==> config.mk <==
export PLATFORM = sky130hd
export DESIGN_NAME = morse_encoder
export DESIGN_NICKNAME = d
export VERILOG_FILES = /design/src/rtl/morse_pkg.sv /design/src/rtl/morse_unit_timer.sv /design/src/rtl/morse_encoder.sv
export SDC_FILE = /design/constraint.sdc
export NUM_CORES = 1
export LEC_CHECK = 0
export CORE_MARGIN = 3
export CORE_UTILIZATION = 50
export CTS_BUF_LIST = sky130_fd_sc_hd__clkbuf_8 sky130_fd_sc_hd__clkbuf_16
export CTS_CLUSTER_DIAMETER = 50
export DETAILED_ROUTE_END_ITERATION = 10
export PLACE_DENSITY = 0.69
export SYNTH_ARGS = -nofsm -noshare
export SYNTH_HDL_FRONTEND = slang
export SYNTH_SLANG_ARGS = --single-unit
==> constraint.sdc <==
create_clock -name clk -period 5.43 [get_ports clk]
set_input_delay 0.543 -clock clk [delete_from_list [all_inputs] [get_ports clk]]
set_output_delay 0.543 -clock clk [all_outputs]
set_load 0.005 [all_outputs]
==> src/rtl/morse_pkg.sv <==
// Shared Morse timing constants and FSM state type, used by both the encoder and decoder sides.
package morse_pkg;

  typedef enum logic [1:0] {IDLE, MARK, SPACE, GAP} state_e;

  localparam logic [2:0] DOT_UNITS        = 3'd1;
  localparam logic [2:0] DASH_UNITS       = 3'd3;
  localparam logic [2:0] ELEM_GAP_UNITS   = 3'd1;
  localparam logic [2:0] LETTER_GAP_UNITS = 3'd3;
  localparam logic [2:0] WORD_GAP_UNITS   = 3'd7;
  localparam logic [2:0] MAX_LEN          = 3'd5;

  function automatic logic [2:0] clamp_len(input logic [2:0] l);
    return (l > MAX_LEN) ? MAX_LEN : l;
  endfunction

endpackage

==> src/rtl/morse_unit_timer.sv <==
// Unit prescaler: counts 0..UNIT_TICKS-1 and flags the last cycle of each Morse unit.
module morse_unit_timer #(
  parameter int unsigned UNIT_TICKS = 10_000_000
) (
  input  logic clk,
  input  logic reset,
  input  logic restart,
  output logic unit_tick
);

  localparam int unsigned CW = $clog2(UNIT_TICKS);
  localparam logic [CW-1:0] LAST = CW'(UNIT_TICKS - 1);

  logic [CW-1:0] cnt_q, cnt_d;

  always_comb begin
    unit_tick = (cnt_q == LAST);
    if (restart || unit_tick) begin
      cnt_d = '0;
    end else begin
      cnt_d = cnt_q + CW'(1);
    end
  end

  always_ff @(posedge clk or posedge reset) begin
    if (reset) begin
      cnt_q <= '0;
    end else begin
      cnt_q <= cnt_d;
    end
  end

endmodule

==> src/rtl/morse_encoder.sv <==
// Morse transmitter: one captured character at a time, keyed out with standard unit timing.
module morse_encoder
  import morse_pkg::*;
#(
  parameter int unsigned UNIT_TICKS = 10_000_000
) (
  input  logic       clk,
  input  logic       reset,
  input  logic       start,
  input  logic [2:0] len,
  input  logic [4:0] pattern,
  input  logic       word_end,
  output logic       key,
  output logic       ready,
  output logic       done
);

  state_e     state_q, state_d;
  logic [4:0] pattern_q, pattern_d;
  logic       word_end_q, word_end_d;
  logic [2:0] elem_q, elem_d;
  logic [2:0] unit_q, unit_d;
  logic       key_q, key_d;
  logic       ready_q, ready_d;
  logic       done_q, done_d;

  logic [2:0] len_c;
  logic [7:0] pat_ext;
  logic       cur_dash;
  logic [2:0] target_units;
  logic       unit_tick;
  logic       state_end;
  logic       restart;

  assign len_c    = clamp_len(len);
  // Widened so any 3-bit element index selects a defined bit.
  assign pat_ext  = {3'b000, pattern_q};
  assign cur_dash = pat_ext[elem_q];

  always_comb begin
    target_units = DOT_UNITS;
    unique case (state_q)
      IDLE:  target_units = DOT_UNITS;
      MARK:  target_units = cur_dash ? DASH_UNITS : DOT_UNITS;
      SPACE: target_units = ELEM_GAP_UNITS;
      GAP:   target_units = word_end_q ? WORD_GAP_UNITS : LETTER_GAP_UNITS;
      default: target_units = DOT_UNITS;
    endcase
  end

  assign state_end = (state_q != IDLE) && unit_tick && (unit_q == target_units - 3'd1);
  // Holding the prescaler cleared in IDLE makes every state start on a full unit.
  assign restart   = (state_q == IDLE) || state_end;

  morse_unit_timer #(
    .UNIT_TICKS(UNIT_TICKS)
  ) u_timer (
    .clk      (clk),
    .reset    (reset),
    .restart  (restart),
    .unit_tick(unit_tick)
  );

  always_comb begin
    state_d    = state_q;
    pattern_d  = pattern_q;
    word_end_d = word_end_q;
    elem_d     = elem_q;
    done_d     = 1'b0;

    if (restart) begin
      unit_d = 3'd0;
    end else if (unit_tick) begin
      unit_d = unit_q + 3'd1;
    end else begin
      unit_d = unit_q;
    end

    unique case (state_q)
      IDLE: begin
        if (start) begin
          pattern_d  = pattern;
          word_end_d = word_end;
          if (len_c != 3'd0) begin
            state_d = MARK;
            elem_d  = len_c - 3'd1;
          end else begin
            state_d = GAP;
            elem_d  = 3'd0;
          end
        end
      end
      MARK: begin
        if (state_end) begin
          if (elem_q != 3'd0) begin
            state_d = SPACE;
            elem_d  = elem_q - 3'd1;
          end else begin
            state_d = GAP;
          end
        end
      end
      SPACE: begin
        if (state_end) begin
          state_d = MARK;
        end
      end
      GAP: begin
        if (state_end) begin
          state_d = IDLE;
          done_d  = 1'b1;
        end
      end
      default: state_d = IDLE;
    endcase

    key_d   = (state_d == MARK);
    ready_d = (state_d == IDLE);
  end

  always_ff @(posedge clk or posedge reset) begin
    if (reset) begin
      state_q    <= IDLE;
      pattern_q  <= 5'd0;
      word_end_q <= 1'b0;
      elem_q     <= 3'd0;
      unit_q     <= 3'd0;
      key_q      <= 1'b0;
      ready_q    <= 1'b1;
      done_q     <= 1'b0;
    end else begin
      state_q    <= state_d;
      pattern_q  <= pattern_d;
      word_end_q <= word_end_d;
      elem_q     <= elem_d;
      unit_q     <= unit_d;
      key_q      <= key_d;
      ready_q    <= ready_d;
      done_q     <= done_d;
    end
  end

  assign key   = key_q;
  assign ready = ready_q;
  assign done  = done_q;

endmodule

==> impl_metrics.env <==
export IMPL_clock_latency_ps=290
export IMPL_swShare_pct=21.9
export IMPL_hold_buffers=0
export IMPL_tns_ps=0
export IMPL_post_cts_resized=0
export IMPL_pwr_share_clk_pct=36.6
export IMPL_port_buffers=14
export IMPL_drcViolationCount=0
export IMPL_syn_avg_cell_area_sq_um=9.37
export IMPL_cts_sinks=41
export IMPL_gp_congestion=0.811
export IMPL_fp_dieW_um=72.3
export IMPL_antenna_found_initial=0
export IMPL_diodes=0
export IMPL_worst_r2r_path_depth=6
export IMPL_p_int_mw=0.403
export IMPL_root_buffer="clkbuf_8"
export IMPL_p_per_area_nw_per_um2=209
export IMPL_tritoncts="built"
export IMPL_overflow=0
export IMPL_final_cell_area_sq_um=2460
export IMPL_grt_max_degree=42
export IMPL_crit_type="flip-flop to flip-flop"
export IMPL_critPathCaptureType="flip-flop"
export IMPL_syn_area_sq_um=2200
export IMPL_min_from="u_timer.cnt_q[0]$_DFF_PP0_"
export IMPL_fill_cells=366
export IMPL_vias=1703
export IMPL_hold_depth=1
export IMPL_total_power_mw=0.516
export IMPL_fin_crit_sh_pct=49.3
export IMPL_grt_pass1_vias=1574
export IMPL_synth_edf_count=0
export IMPL_dr_pass1_iters=4
export IMPL_synth_top_area_share_pct=45.5
export IMPL_arrival_ps=2820
export IMPL_post_route_min_period_ps=2680
export IMPL_grt_pass1_wl_um=7360
export IMPL_placed_cell_area_sq_um=2380
export IMPL_cp_required_ps=5570
export IMPL_layout_area_seq_sq_um=1030
export IMPL_avgViaCountPerCell=5.64
export IMPL_worst_pin_slew_ps=945
export IMPL_numCtsBuffers=5
export IMPL_ant_nets=0
export IMPL_postCtsSetupBuffers=0
export IMPL_finalHoldViolations=0
export IMPL_peakVddDrop_v=0.000162
export IMPL_worstPathMaxFanout=23
export IMPL_startpoint_type="flip-flop"
export IMPL_hold_path_class="flip-flop to flip-flop"
export IMPL_clkTransAtPathRegs_ps=80
export IMPL_die_h_um=72.3
export IMPL_min_to="u_timer.cnt_q[0]$_DFF_PP0_"
export IMPL_r2r_end="u_timer.cnt_q[23]$_DFF_PP0_"
export IMPL_rows=23
export IMPL_final_common_cell="nor2_1"
export IMPL_stdcell_count=302
export IMPL_hpwl_um=2940
export IMPL_core_area_sq_um=4120
export IMPL_cts_max_path_buffers=2
export IMPL_synthFlopType="dfrtp_1"
export IMPL_ios=15
export IMPL_initial_core_util_pct=53.5
export IMPL_p_leak_nw=1.06
export IMPL_ys_types=38
export IMPL_fmax_mhz=373
export IMPL_layout_common_cells="nor2_1 (43), dfrtp_1 (40), nand2_1 (21), xnor2_1 (14), clkdlybuf4s50_1 (14)"
export IMPL_share_comb_of_total_power_pct=4.1
export IMPL_ys_seq_area_share_pct=46.7
export IMPL_yosys_register_bits=41
export IMPL_dp_cells=294
export IMPL_synthTopCellsByArea="dfrtp_1 (45%), nor2_1 (7.3%), xnor2_1 (5.6%)"
export IMPL_setup_viol=0
export IMPL_maxCapViolCount=0
export IMPL_h_tree_depth=2
export IMPL_synth_largest_area_cell="dfrtp_1"
export IMPL_drtIter0Drc=115
export IMPL_wl_per_cell_um=13.8
export IMPL_fin_util_pct=59.9
export IMPL_relSlewSlack_pct=37.0
export IMPL_drv_slew=0
export IMPL_nets=267
export IMPL_grt_usage_pct=17.9
export IMPL_ys_warnings_count=0
export IMPL_rsz0062_at_grt="false"
export IMPL_reg2reg_from="u_timer.cnt_q[21]$_DFF_PP0_"
export IMPL_area_growth_pct=12.0
export IMPL_syn_nets=251
export IMPL_r2r_slack_ps=2750
export IMPL_die_area_sq_um=5230
export IMPL_status="completed"
export IMPL_switchingPower_mw=0.113
export IMPL_multi_input_area_sq_um=1110
export IMPL_async_flop_share_pct=100
export IMPL_finalClockSkew_ps=5.31
export IMPL_synthCells=235
export IMPL_routed_wl_um=4160
export IMPL_drive_above_1_share_pct=6.75
export IMPL_seqPwrFrac_pct=59.3
routing by layer:
metal	up-vias	global-route usage, %	wire length (um)
met1	819	26.2	2060
met4	0	6.26	59
li1	849	-	-
met2	27	26.4	1870
met3	8	3.74	165
met5	-	0	0
synth_stat cells (7+ instances only):
cell type   n
nor2_1     43
dfrtp_1    40
nand2_1    21
xnor2_1    14
nand3_1    10
inv_1       9
xor2_1      9
nand4_1     7
or3_1       7
per-stage QoR:
stage          worst slack (ps)  hold WS (ps)
4_1_cts                    2710           487
6_report                   2750           482
3_5_place_dp               2710           476
2_1_floorplan              3070           448
5_1_grt                    2570           514
3_3_place_gp               2740           475
power groups by stage:
stage	Clock, mW	Combinational [mW]	Sequential, mW
floorplan	0	0.00898	0.312
global placement	0	0.0217	0.312
detailed placement	0	0.0217	0.312
CTS	0.196	0.0218	0.306
global route	0.205	0.0238	0.306
finish	0.189	0.0209	0.306
critical path, cell delays in order (launching register included):
cell      delay, ps
dfrtp_1         430
nor4bb_1        310
nand4_1         130
or4b_1          460
or4_1           610
o21ai_2         440
nor2_1          130
cell type report:
| type | instances | area share (%) |
|---|---|---|
| clock buffer | 5 | 2.79 |
| inverter | 9 | 1.37 |
| clock inverter | 3 | 0.558 |
| multi-input combinational | 179 | 45.1 |
| timing repair buffer | 15 | 5.99 |
| tap | 50 | 2.54 |
| sequential | 41 | 41.7 |
flip-flops by register name (all words and copies together), names as in the netlist:
signal,flops
state_q,2
ready,1
elem_q,3
unit_q,3
pattern_q,5
key,1
done,1
word_end_q,1
u_timer.cnt_q,24
worst max path at each step:
stage / start / endpoint / slack (ps) / cells after the start
final: u_timer.cnt_q[21]$_DFF_PP0_ / u_timer.cnt_q[23]$_DFF_PP0_ / 2750 / 6
after global routing: u_timer.cnt_q[21]$_DFF_PP0_ / u_timer.cnt_q[8]$_DFF_PP0_ / 2570 / 6
after CTS: u_timer.cnt_q[21]$_DFF_PP0_ / u_timer.cnt_q[23]$_DFF_PP0_ / 2710 / 6
after detailed placement: u_timer.cnt_q[21]$_DFF_PP0_ / u_timer.cnt_q[23]$_DFF_PP0_ / 2710 / 6
after global placement: u_timer.cnt_q[21]$_DFF_PP0_ / u_timer.cnt_q[23]$_DFF_PP0_ / 2740 / 6
after floorplan: u_timer.cnt_q[21]$_DFF_PP0_ / key$_DFF_PP0_ / 3070 / 7
cell families (layout without fill, tap and decap cells):
group	count (synthesis)	after routing	synth area share (%)
and+or+nand+nor	120	120	27.5
DFF	41	41	46.7
muxes	11	11	5.34
xor gates and xnor gates	23	23	9.15
AOI/OAI and AO/OA	21	21	6.25
adders and majority gates	4	4	2.27
buffers and inverters	15	32	2.84
Power figures use the tool's default switching activity.
